[config.mk]
export PLATFORM = sky130hd
export DESIGN_NAME = ddram_arbiter
export DESIGN_NICKNAME = d
export VERILOG_FILES = /design/src/rtl/ddram_arbiter.sv
export SDC_FILE = /design/constraint.sdc
export NUM_CORES = 1
export LEC_CHECK = 0
export BUFFER_PORTS_ARGS = -buffer_cell sky130_fd_sc_hd__buf_2
export CAP_MARGIN = 40
export CORE_AREA = 2 2 208 210
export CTS_CLUSTER_DIAMETER = 200
export DETAILED_ROUTE_END_ITERATION = 7
export DIE_AREA = 0 0 210 212
export PLACE_DENSITY_LB_ADDON = 0.15
export SYNTH_ARGS = -nofsm -noshare
export SYNTH_HDL_FRONTEND = slang
export SYNTH_SLANG_ARGS = --single-unit
[constraint.sdc]
create_clock -name clk_sys -period 3.45 [get_ports clk_sys]
set_input_delay 0.1725 -clock clk_sys [delete_from_list [all_inputs] [get_ports clk_sys]]
set_output_delay 0.1725 -clock clk_sys [all_outputs]
set_load 0.03 [all_outputs]
[src/rtl/ddram_arbiter.sv]
// Round-robin arbiter sharing one 64-bit Avalon-MM DDR port between two requesters.
// Read-return beats are routed back to their issuer through an in-order owner-tag FIFO.
module ddram_arbiter #(
  parameter int TAG_DEPTH = 4,
  parameter int BURST_W   = 8
) (
  input  logic               clk_sys,
  input  logic               reset,
  input  logic [28:0]        a_addr,
  input  logic [BURST_W-1:0] a_burstcnt,
  input  logic               a_rd,
  input  logic               a_we,
  input  logic [63:0]        a_din,
  input  logic [7:0]         a_be,
  output logic               a_busy,
  output logic [63:0]        a_dout,
  output logic               a_dout_ready,
  input  logic [28:0]        b_addr,
  input  logic [BURST_W-1:0] b_burstcnt,
  input  logic               b_rd,
  input  logic               b_we,
  input  logic [63:0]        b_din,
  input  logic [7:0]         b_be,
  output logic               b_busy,
  output logic [63:0]        b_dout,
  output logic               b_dout_ready,
  output logic [28:0]        ram_address,
  output logic [BURST_W-1:0] ram_burstcount,
  output logic               ram_read,
  output logic               ram_write,
  output logic [63:0]        ram_writedata,
  output logic [7:0]         ram_byteenable,
  input  logic               ram_waitrequest,
  input  logic [63:0]        ram_readdata,
  input  logic               ram_readdatavalid
);

  localparam int PW = $clog2(TAG_DEPTH);
  localparam int CW = PW + 1;
  localparam logic [CW-1:0]      CNT_ZERO = CW'(0);
  localparam logic [CW-1:0]      CNT_ONE  = CW'(1);
  localparam logic [CW-1:0]      CNT_FULL = CW'(TAG_DEPTH);
  localparam logic [PW-1:0]      PTR_ZERO = PW'(0);
  localparam logic [PW-1:0]      PTR_ONE  = PW'(1);
  localparam logic [BURST_W-1:0] BC_ZERO  = BURST_W'(0);
  localparam logic [BURST_W-1:0] BC_ONE   = BURST_W'(1);

  typedef enum logic [1:0] {
    IDLE    = 2'd0,
    GRANT_A = 2'd1,
    GRANT_B = 2'd2,
    WBURST  = 2'd3
  } state_t;

  state_t             state_r, state_s;
  logic               owner_r, owner_s;            // 0 = A, 1 = B
  logic               last_grant_r, last_grant_s;  // 0 = A, 1 = B
  logic [BURST_W-1:0] beat_cnt_r, beat_cnt_s;
  logic [28:0]        addr_r;
  logic [BURST_W-1:0] burst_r;
  logic               load_s, push_s, pop_s, busy_sel_s;

  logic [28:0]        sel_addr_s;
  logic [BURST_W-1:0] sel_burst_s, burst_eff_s;
  logic               sel_rd_s, sel_we_s, x_rd_s, x_req_s;
  logic [63:0]        sel_din_s;
  logic [7:0]         sel_be_s;
  logic               req_a_s, req_b_s;

  logic               tag_owner_r [TAG_DEPTH];
  logic [BURST_W-1:0] tag_burst_r [TAG_DEPTH];
  logic [PW-1:0]      wr_ptr_r, rd_ptr_r;
  logic [CW-1:0]      count_r;
  logic [BURST_W-1:0] rtn_cnt_r, remain_s;
  logic               tag_full_s, tag_empty_s, rtn_take_s;

  assign req_a_s     = a_rd | a_we;
  assign req_b_s     = b_rd | b_we;
  assign x_rd_s      = sel_rd_s & ~sel_we_s;  // write wins when both are raised
  assign x_req_s     = sel_rd_s | sel_we_s;
  assign burst_eff_s = (sel_burst_s == BC_ZERO) ? BC_ONE : sel_burst_s;
  assign tag_full_s  = (count_r == CNT_FULL);
  assign tag_empty_s = (count_r == CNT_ZERO);

  // Route the granted requester onto the shared command path
  always_comb begin
    if (owner_r) begin
      sel_addr_s = b_addr; sel_burst_s = b_burstcnt; sel_rd_s = b_rd;
      sel_we_s   = b_we;   sel_din_s   = b_din;      sel_be_s = b_be;
    end else begin
      sel_addr_s = a_addr; sel_burst_s = a_burstcnt; sel_rd_s = a_rd;
      sel_we_s   = a_we;   sel_din_s   = a_din;      sel_be_s = a_be;
    end
  end

  // Arbitration FSM next state and ram command drive
  always_comb begin
    state_s        = state_r;
    owner_s        = owner_r;
    last_grant_s   = last_grant_r;
    beat_cnt_s     = beat_cnt_r;
    load_s         = 1'b0;
    push_s         = 1'b0;
    busy_sel_s     = 1'b1;
    ram_read       = 1'b0;
    ram_write      = 1'b0;
    ram_address    = sel_addr_s;
    ram_burstcount = burst_eff_s;
    ram_writedata  = sel_din_s;
    ram_byteenable = sel_be_s;
    case (state_r)
      IDLE: begin
        if (req_a_s & (~req_b_s | last_grant_r)) begin
          state_s = GRANT_A; owner_s = 1'b0; last_grant_s = 1'b0;
        end else if (req_b_s) begin
          state_s = GRANT_B; owner_s = 1'b1; last_grant_s = 1'b1;
        end else begin
          state_s = IDLE;
        end
      end
      GRANT_A, GRANT_B: begin
        ram_read   = x_rd_s & ~tag_full_s;
        ram_write  = sel_we_s;
        busy_sel_s = ram_waitrequest | (x_rd_s & tag_full_s);
        if (ram_write & ~ram_waitrequest) begin
          if (sel_burst_s <= BC_ONE) begin
            state_s = IDLE;
          end else begin
            beat_cnt_s = sel_burst_s - BC_ONE;
            load_s     = 1'b1;
            state_s    = WBURST;
          end
        end else if (ram_read & ~ram_waitrequest) begin
          push_s  = 1'b1;
          state_s = IDLE;
        end else if (~x_req_s) begin
          state_s = IDLE;
        end else begin
          state_s = state_r;
        end
      end
      WBURST: begin
        ram_write      = sel_we_s;
        ram_address    = addr_r;
        ram_burstcount = burst_r;
        busy_sel_s     = ram_waitrequest;
        if (ram_write & ~ram_waitrequest) begin
          beat_cnt_s = beat_cnt_r - BC_ONE;
          if (beat_cnt_r <= BC_ONE) state_s = IDLE;
          else                      state_s = WBURST;
        end else begin
          state_s = WBURST;
        end
      end
      default: state_s = IDLE;
    endcase
  end

  // Waitrequest back to each requester: only the owner ever sees the real one
  always_comb begin
    if (state_r == IDLE) begin
      a_busy = 1'b1; b_busy = 1'b1;
    end else if (owner_r) begin
      a_busy = 1'b1; b_busy = busy_sel_s;
    end else begin
      a_busy = busy_sel_s; b_busy = 1'b1;
    end
  end

  // FSM state, grant history and write-burst bookkeeping
  always_ff @(posedge clk_sys) begin
    if (reset) begin
      state_r      <= IDLE;
      owner_r      <= 1'b0;
      last_grant_r <= 1'b1;
      beat_cnt_r   <= BC_ZERO;
      addr_r       <= 29'd0;
      burst_r      <= BC_ZERO;
    end else begin
      state_r      <= state_s;
      owner_r      <= owner_s;
      last_grant_r <= last_grant_s;
      beat_cnt_r   <= beat_cnt_s;
      if (load_s) begin
        addr_r  <= sel_addr_s;
        burst_r <= burst_eff_s;
      end
    end
  end

  assign remain_s   = (rtn_cnt_r == BC_ZERO) ? tag_burst_r[rd_ptr_r] : rtn_cnt_r;
  assign rtn_take_s = ram_readdatavalid & ~tag_empty_s;
  assign pop_s      = rtn_take_s & (remain_s == BC_ONE);

  // Owner-tag FIFO; full is judged on the registered count so a pop never frees a slot early
  always_ff @(posedge clk_sys) begin
    if (reset) begin
      wr_ptr_r <= PTR_ZERO;
      rd_ptr_r <= PTR_ZERO;
      count_r  <= CNT_ZERO;
      for (int i = 0; i < TAG_DEPTH; i++) begin
        tag_owner_r[i] <= 1'b0;
        tag_burst_r[i] <= BC_ZERO;
      end
    end else begin
      if (push_s) begin
        tag_owner_r[wr_ptr_r] <= owner_r;
        tag_burst_r[wr_ptr_r] <= burst_eff_s;
        wr_ptr_r              <= wr_ptr_r + PTR_ONE;
      end
      if (pop_s) rd_ptr_r <= rd_ptr_r + PTR_ONE;
      case ({push_s, pop_s})
        2'b10:   count_r <= count_r + CNT_ONE;
        2'b01:   count_r <= count_r - CNT_ONE;
        default: count_r <= count_r;
      endcase
    end
  end

  // Register read-return beats to the head tag's owner; beats with no tag are dropped
  always_ff @(posedge clk_sys) begin
    if (reset) begin
      rtn_cnt_r    <= BC_ZERO;
      a_dout       <= 64'd0;
      b_dout       <= 64'd0;
      a_dout_ready <= 1'b0;
      b_dout_ready <= 1'b0;
    end else if (rtn_take_s) begin
      rtn_cnt_r <= remain_s - BC_ONE;
      if (tag_owner_r[rd_ptr_r]) begin
        b_dout       <= ram_readdata;
        b_dout_ready <= 1'b1;
        a_dout_ready <= 1'b0;
      end else begin
        a_dout       <= ram_readdata;
        a_dout_ready <= 1'b1;
        b_dout_ready <= 1'b0;
      end
    end else begin
      a_dout_ready <= 1'b0;
      b_dout_ready <= 1'b0;
    end
  end

endmodule
==> results of run 1 <==
[power by group]
part	internal [W]	switching, W	total (W)	leakage [nW]
registers	0.00294	0.000135	0.00307	1.96
clock network	0.00171	0.00120	0.00292	0.463
logic	0.00147	0.00233	0.00380	4.46
total	0.00612	0.00366	0.00979	6.88
[cell families after synthesis]
| family | Yosys count | synth area share [%] |
|---|---|---|
| buffers and inverters | 103 | 3.74 |
| muxes | 182 | 19.3 |
| AOI/OAI and AO/OA | 213 | 10.9 |
| adders and majority gates | 11 | 1.34 |
| xor gates and xnor gates | 16 | 1.29 |
| and+or+nand+nor | 457 | 17.4 |
| DFF | 232 | 46.1 |
[sequential cells by signal, indices dropped and copies added, names as in the netlist, 2 cells and up, named ones only]
signal and cells:
tag_burst_r 32, rd_ptr_r 2, a_dout 64, wr_ptr_r 2, tag_owner_r 4, state_r 2, count_r 3, beat_cnt_r 8
burst_r 8, b_dout 64, rtn_cnt_r 8, addr_r 29
[through the flow]
step / hold slack (ps) / setup WS, ps
after CTS: 0.0217 / 183
after detailed placement: 430 / 201
final: 18.1 / 225
after global routing: 21.2 / 2.15
after floorplan: 309 / 521
after global placement: 424 / 201
[cells in the final DEF, fill, tap and decap left out, types with 8 or more instances in the layout]
| master | Yosys | final |
|---|---|---|
| xor2_1 | 9 | 9 |
| clkbuf_16 | 0 | 31 |
| mux4_2 | 8 | 8 |
| edfxtp_1 | 36 | 36 |
| nand3_1 | 8 | 8 |
| mux2i_1 | 41 | 41 |
| o21ai_0 | 17 | 17 |
| nor2_1 | 108 | 107 |
| clkinv_2 | 0 | 8 |
| dfxtp_1 | 196 | 194 |
| mux2_2 | 132 | 132 |
| buf_2 | 9 | 531 |
| nor3_1 | 17 | 17 |
| ha_1 | 10 | 10 |
| buf_4 | 0 | 21 |
| nor2_2 | 9 | 9 |
| nand2_1 | 274 | 273 |
| dlygate4sd3_1 | 0 | 102 |
| a211oi_1 | 13 | 13 |
| inv_1 | 20 | 20 |
| a21oi_1 | 156 | 156 |
| nand2b_1 | 13 | 12 |
[critical path, delay by kind of cell (launching register included)]
kind | cells | cell delay [ps]
compound gates | 3 | 880
buf+inv | 2 | 800
flops | 1 | 510
simple gates | 2 | 290
[final cells by class]
cell class	count	area share, %
multi-input cells	879	33.9
inverters	22	0.514
clock inverters	11	0.381
diodes	1	0.0156
clock buffers	41	5.31
well taps	546	4.25
repair buffers	659	24.4
flip-flops and latches	232	31.2
[routing by layer]
| metal | global-route usage (%) | routed length, um | vias to the layer above |
|---|---|---|---|
| li1 | - | - | 5372 |
| met1 | 21.9 | 17900 | 4975 |
| met2 | 28.3 | 18500 | 372 |
| met3 | 3.97 | 2560 | 65 |
| met4 | 5.21 | 1160 | 2 |
| met5 | 0 | 16 | - |
[how the worst min path moves through the flow]
stage / startpoint / to / slack [ps] / depth (start not counted)
finish: reset / flop / 20 / 2
global placement: ram_readdata[9] / a_dout[9]$_SDFFE_PP0P_ / 420 / 3
floorplan: ram_readdata[0] / a_dout[0]$_SDFFE_PP0P_ / 310 / 2
CTS: a_addr[8] / addr_r[8]$_SDFFE_PP0P_ / 0.02 / 4
global route: a_addr[20] / addr_r[20]$_SDFFE_PP0P_ / 20 / 4
detailed placement: ram_readdata[28] / a_dout[28]$_SDFFE_PP0P_ / 430 / 3
[timing repair]
action,4_1_cts,5_1_grt
hold buffers,102,0
resized for setup,0,2
endpoints found under the hold margin,149,0
endpoints found under the setup margin,0,1
==> results.py, run 1 <==
metrics = {
    "outcome": {
        "status": "finished, final reports clean",
    },
    "cts": {
        "cts_buffers": 29,
        "ctsRootBufferMaster": "clkbuf_16",
        "cts.sinks": 232,
        "clk-insertion-delay-late_ps": 550,
        "htreeDepth": 1,
        "path_clk_slew_ps": 60,
        "post_cts_buffers": 0,
        "ctsLongestPathBuffers": 3,
        "cts_tree": "built",
    },
    "sta": {
        "slew-limit-headroom_pct": 44.5,
        "tightestPinTransition_ps": 809,
        "skew_ps": 8.55,
        "min_period_ps": 3220,
        "clock.fmax_mhz": 310,
        "rsz0062_at_grt": "no",
        "drv_slew": 0,
        "hold_viol": 0,
        "finalSetupViolations": 0,
        "finalCritPeriodShare_pct": 93.5,
        "setup_tns_ps": 0,
    },
    "global_route": {
        "antenna_found_initial": 2,
        "grt_pass1_vias": 10407,
        "grt_start_max_net_pins": 77,
        "gr-total-overflow": 0,
        "grt_usage_pct": 17.0,
        "grt_pass1_wl_mm": 59.6,
    },
    "synth": {
        "synth_warnings": 0,
        "synth.most_common_cell": "nand2_1",
        "ys_async_sr_fraction_pct": 0,
        "netlist-cell-type-count": 52,
        "netlist.top_cell.by_area": "dfxtp_1",
        "yosys-top-cells-area": "dfxtp_1, mux2_2, edfxtp_1",
        "synth.avg_cell_area_um2": 8.94,
        "synth_common_cells": "nand2_1, dfxtp_1, a21oi_1, mux2_2, nor2_1",
        "synth.top_cell.area_share_pct": 36.2,
        "syn_inst": 1214,
        "synth-seq-cells": 232,
        "synth_edf_count": 36,
        "synthFlopType": "dfxtp_1",
        "yosysSeqAreaShare_pct": 46.1,
        "netlist_area_um2": 10900,
        "syn-num-nets": 1515,
    },
    "routing": {
        "drtAntennaViolNets": 0,
        "wl_mm": 40.1,
        "via_per_inst": 4.51,
        "via_count": 10786,
        "drc_errors": 0,
        "drtIter0Drc": 496,
        "wl_per_cell_um": 16.8,
        "first_pass_iters": 4,
    },
    "critical_path": {
        "worst_setup_path_start_kind": "flop",
        "cp_slowest_cell": "buf_4",
        "crit_type": "flop to primary output",
        "cp_common_cell": "a21oi_1",
        "reg2reg_depth": 11,
        "critPathArrivalTime_ps": 3050,
        "crit_fanout": 54,
        "cp-endpoint": "ram_burstcount[0]",
        "crit_chain": "buf_4 > nor3_1 > o221ai_2 > nor2_1 > a21oi_1 > a21oi_1 > buf_2",
        "critPathRequiredTime_ps": 3280,
        "rrSetupSlack_ps": 270,
        "crit_start": "owner_r$_SDFFE_PP0P_",
        "cpPeakStageDelay_ps": 600,
        "r2r-start": "rtn_cnt_r[2]$_SDFFE_PP0P_",
        "r2r-end": "count_r[2]$_SDFFE_PP0P_",
        "end_kind": "primary output",
    },
    "pwr": {
        "p_leak_nw": 6.88,
        "totalPowerFinal_w": 0.00979,
        "p_per_area_nw_per_um2": 609,
        "ir_drop_mv": 0.426,
    },
    "cells_and_area": {
        "fill_cells": 4489,
        "nets": 2124,
        "area_growth_pct": 48.2,
        "fin_area_um2": 16100,
        "final_cells": 2391,
        "postLayoutCoreUtil_pct": 37.8,
        "drive_above_1_share_pct": 41.5,
        "multiInputGateArea_um2": 5460,
        "seq_area_um2": 5010,
    },
    "die": {
        "dieArea_um2": 44500,
        "ios": 533,
        "die_width_um": 210,
        "num_rows": 76,
        "core_um2": 42500,
        "dieHeight_um": 212,
        "initial_core_util_pct": 25.5,
    },
    "placed_design": {
        "place.gp.congestion": 0.817,
        "place_inst": 2236,
        "hpwlAfterDp_mm": 29.3,
        "numPortBuffers": 532,
        "dpl_cell_area_um2": 14100,
    },
    "hold_path": {
        "hold_path.class": "primary input to flop",
    },
    "flow_run": {
        "maxCapViolCount": 0,
    },
}
Power figures use the tool's default switching activity.
==> inputs of run 2 (changes only) <==
--- a/config.mk
+++ b/config.mk
@@ -11,6 +11,7 @@
 export CTS_CLUSTER_DIAMETER = 200
 export DETAILED_ROUTE_END_ITERATION = 7
 export DIE_AREA = 0 0 210 212
+export GPL_TIMING_DRIVEN = 0
 export PLACE_DENSITY_LB_ADDON = 0.15
 export SYNTH_ARGS = -nofsm -noshare
 export SYNTH_HDL_FRONTEND = slang
==> results.py, run 2 (synthesized netlist as in run 1, its figures left out) <==
metrics = {
    "outcome": {
        "status": "finished, final reports clean",
    },
    "flow_run": {
        "maxCapViolCount": 0,
    },
    "sta": {
        "final.setup.worst_slack_ps": 178,
        "drv_slew": 0,
        "fin_hold_ws_ps": 19.3,
        "hold_viol": 0,
        "rsz0062_at_grt": "no",
        "slew-limit-headroom_pct": 44.5,
        "min_period_ps": 3270,
        "finalSetupViolations": 0,
        "tightestPinTransition_ps": 809,
        "skew_ps": 19.4,
        "setup_tns_ps": 0,
        "finalCritPeriodShare_pct": 94.8,
        "clock.fmax_mhz": 306,
    },
    "routing": {
        "first_pass_iters": 7,
        "via_count": 11059,
        "drc_errors": 0,
        "wl_per_cell_um": 17.9,
        "drtAntennaViolNets": 0,
        "wl_mm": 43.5,
        "drtIter0Drc": 488,
        "via_per_inst": 4.53,
    },
    "critical_path": {
        "crit_start": "owner_r$_SDFFE_PP0P_",
        "crit_cells": 6,
        "end_kind": "primary output",
        "cpPeakStageDelay_ps": 530,
        "critPathRequiredTime_ps": 3280,
        "cp_num_buf_inv": 4,
        "cp_slowest_cell": "buf_1",
        "crit_type": "flop to primary output",
        "crit_fanout": 10,
        "r2r-end": "count_r[2]$_SDFFE_PP0P_",
        "worst_setup_path_start_kind": "flop",
        "rrSetupSlack_ps": 230,
        "critPathArrivalTime_ps": 3100,
        "reg2reg_depth": 10,
        "crit_chain": "buf_2 > clkbuf_4 > buf_1 > mux2_2 > mux2_2 > buf_2",
        "cp_top_family": "buffers and inverters",
        "cp-endpoint": "ram_address[11]",
    },
    "die": {
        "ios": 533,
        "initial_core_util_pct": 25.5,
        "die_width_um": 210,
        "dieArea_um2": 44500,
        "core_um2": 42500,
        "dieHeight_um": 212,
        "num_rows": 76,
    },
    "placed_design": {
        "place_inst": 2296,
        "hpwlAfterDp_mm": 34.0,
        "post-place-ws_ps": -58.3,
        "place.gp.congestion": 0.861,
        "numPortBuffers": 531,
    },
    "cts": {
        "ctsLongestPathBuffers": 3,
        "clk-insertion-delay-late_ps": 550,
        "ctsRootBufferMaster": "clkbuf_16",
        "cts_tree": "built",
        "path_clk_slew_ps": 60,
        "cts.sinks": 232,
        "htreeDepth": 1,
        "cts_buffers": 28,
    },
    "cells_and_area": {
        "final_common_cell": "buf_2",
        "reg_top3": "a_dout x64, b_dout x64, tag_burst_r x32",
        "nets": 2174,
        "final_cells": 2439,
        "fill_cells": 4427,
        "drive_above_1_share_pct": 40.1,
        "area_growth_pct": 48.6,
        "final_cell_mix": "buf_2, nand2_1, dfxtp_1",
        "n_antenna_cell": 0,
    },
    "global_route": {
        "gr-total-overflow": 0,
        "grt_pass1_wl_mm": 63.9,
        "grt_start_max_net_pins": 14,
        "grt_usage_pct": 18.6,
        "antenna_found_initial": 0,
        "grt_pass1_vias": 10721,
    },
    "pwr": {
        "p_per_area_nw_per_um2": 616,
        "totalPowerFinal_w": 0.00994,
        "ir_drop_mv": 0.323,
        "p_leak_nw": 6.87,
    },
    "hold_path": {
        "hp-start": "b_addr[19]",
        "hold_path.class": "primary input to flop",
    },
}
[run 2: cell types whose count changed in the layout (fill, tap and decap cells not counted), sizes merged]
| cell | before | now |
|---|---|---|
| dlygate4sd3 | 102 | 90 |
| buf | 557 | 555 |
| inv | 24 | 20 |
| bufinv | 0 | 2 |
| diode | 1 | 0 |
| clkinvlp | 0 | 1 |
| clkbuf | 41 | 110 |
| clkinv | 9 | 4 |
[run 2: power breakdown]
group | switching (W) | leakage, nW | internal [W] | total [W]
clock network | 0.00116 | 0.446 | 0.00180 | 0.00296
logic | 0.00245 | 4.47 | 0.00148 | 0.00393
registers | 0.000113 | 1.95 | 0.00293 | 0.00305
[run 2: repair_timing]
item	4_1_cts	5_1_grt
pin swaps	0	1
cloned	0	0
hold buffers	90	0
resized for setup	6	15
endpoints found under the hold margin	142	0
setup endpoints to repair	50	90
setup buffers	0	3
[run 2: worst min-delay path by stage]
stage                         endpoint  slack, ps  cells after the start
2_1_floorplan   a_dout[0]$_SDFFE_PP0P_        310                      2
3_3_place_gp   a_dout[16]$_SDFFE_PP0P_        430                      3
3_5_place_dp    a_dout[5]$_SDFFE_PP0P_        430                      3
4_1_cts         addr_r[8]$_SDFFE_PP0P_        0.4                      4
5_1_grt         addr_r[7]$_SDFFE_PP0P_         20                      4
6_report       addr_r[19]$_SDFFE_PP0P_         20                      4
[run 2: cell type report]
cell class	count	area [um^2]	share of cell area, %
Clock inverter	5	81.3	0.505
Inverter	22	82.6	0.512
Timing Repair Buffer	630	3620	22.5
Clock buffer	45	840	5.21
Buffer	80	342	2.12
Sequential cell	232	5010	31.1
Tap cell	546	683	4.24
Multi-Input combinational cell	879	5470	33.9
[run 2: tightest hold or removal path: stages]
cell and delay (ps):
buf_2 80, mux2_2 150, mux2i_1 70, nor2_1 70
[run 2: through the flow]
| step | instance area, um^2 | util [%] |
|---|---|---|
| 2_1_floorplan | 10900 | - |
| 3_3_place_gp | 14200 | 33.4 |
| 3_5_place_dp | 14200 | 33.5 |
| 4_1_cts | 16100 | 37.8 |
| 5_1_grt | 16100 | 37.9 |
| 6_report | 16100 | 37.9 |
[run 2: layer usage]
layer	routed length, um	track usage, %	share of wire [%]	up-vias
li1	-	-	-	5467
met1	19100	23.6	44	5139
met2	20800	32.3	48	402
met3	2680	4.02	6.2	51
met4	944	4.35	2.2	0
met5	0	0	0	-
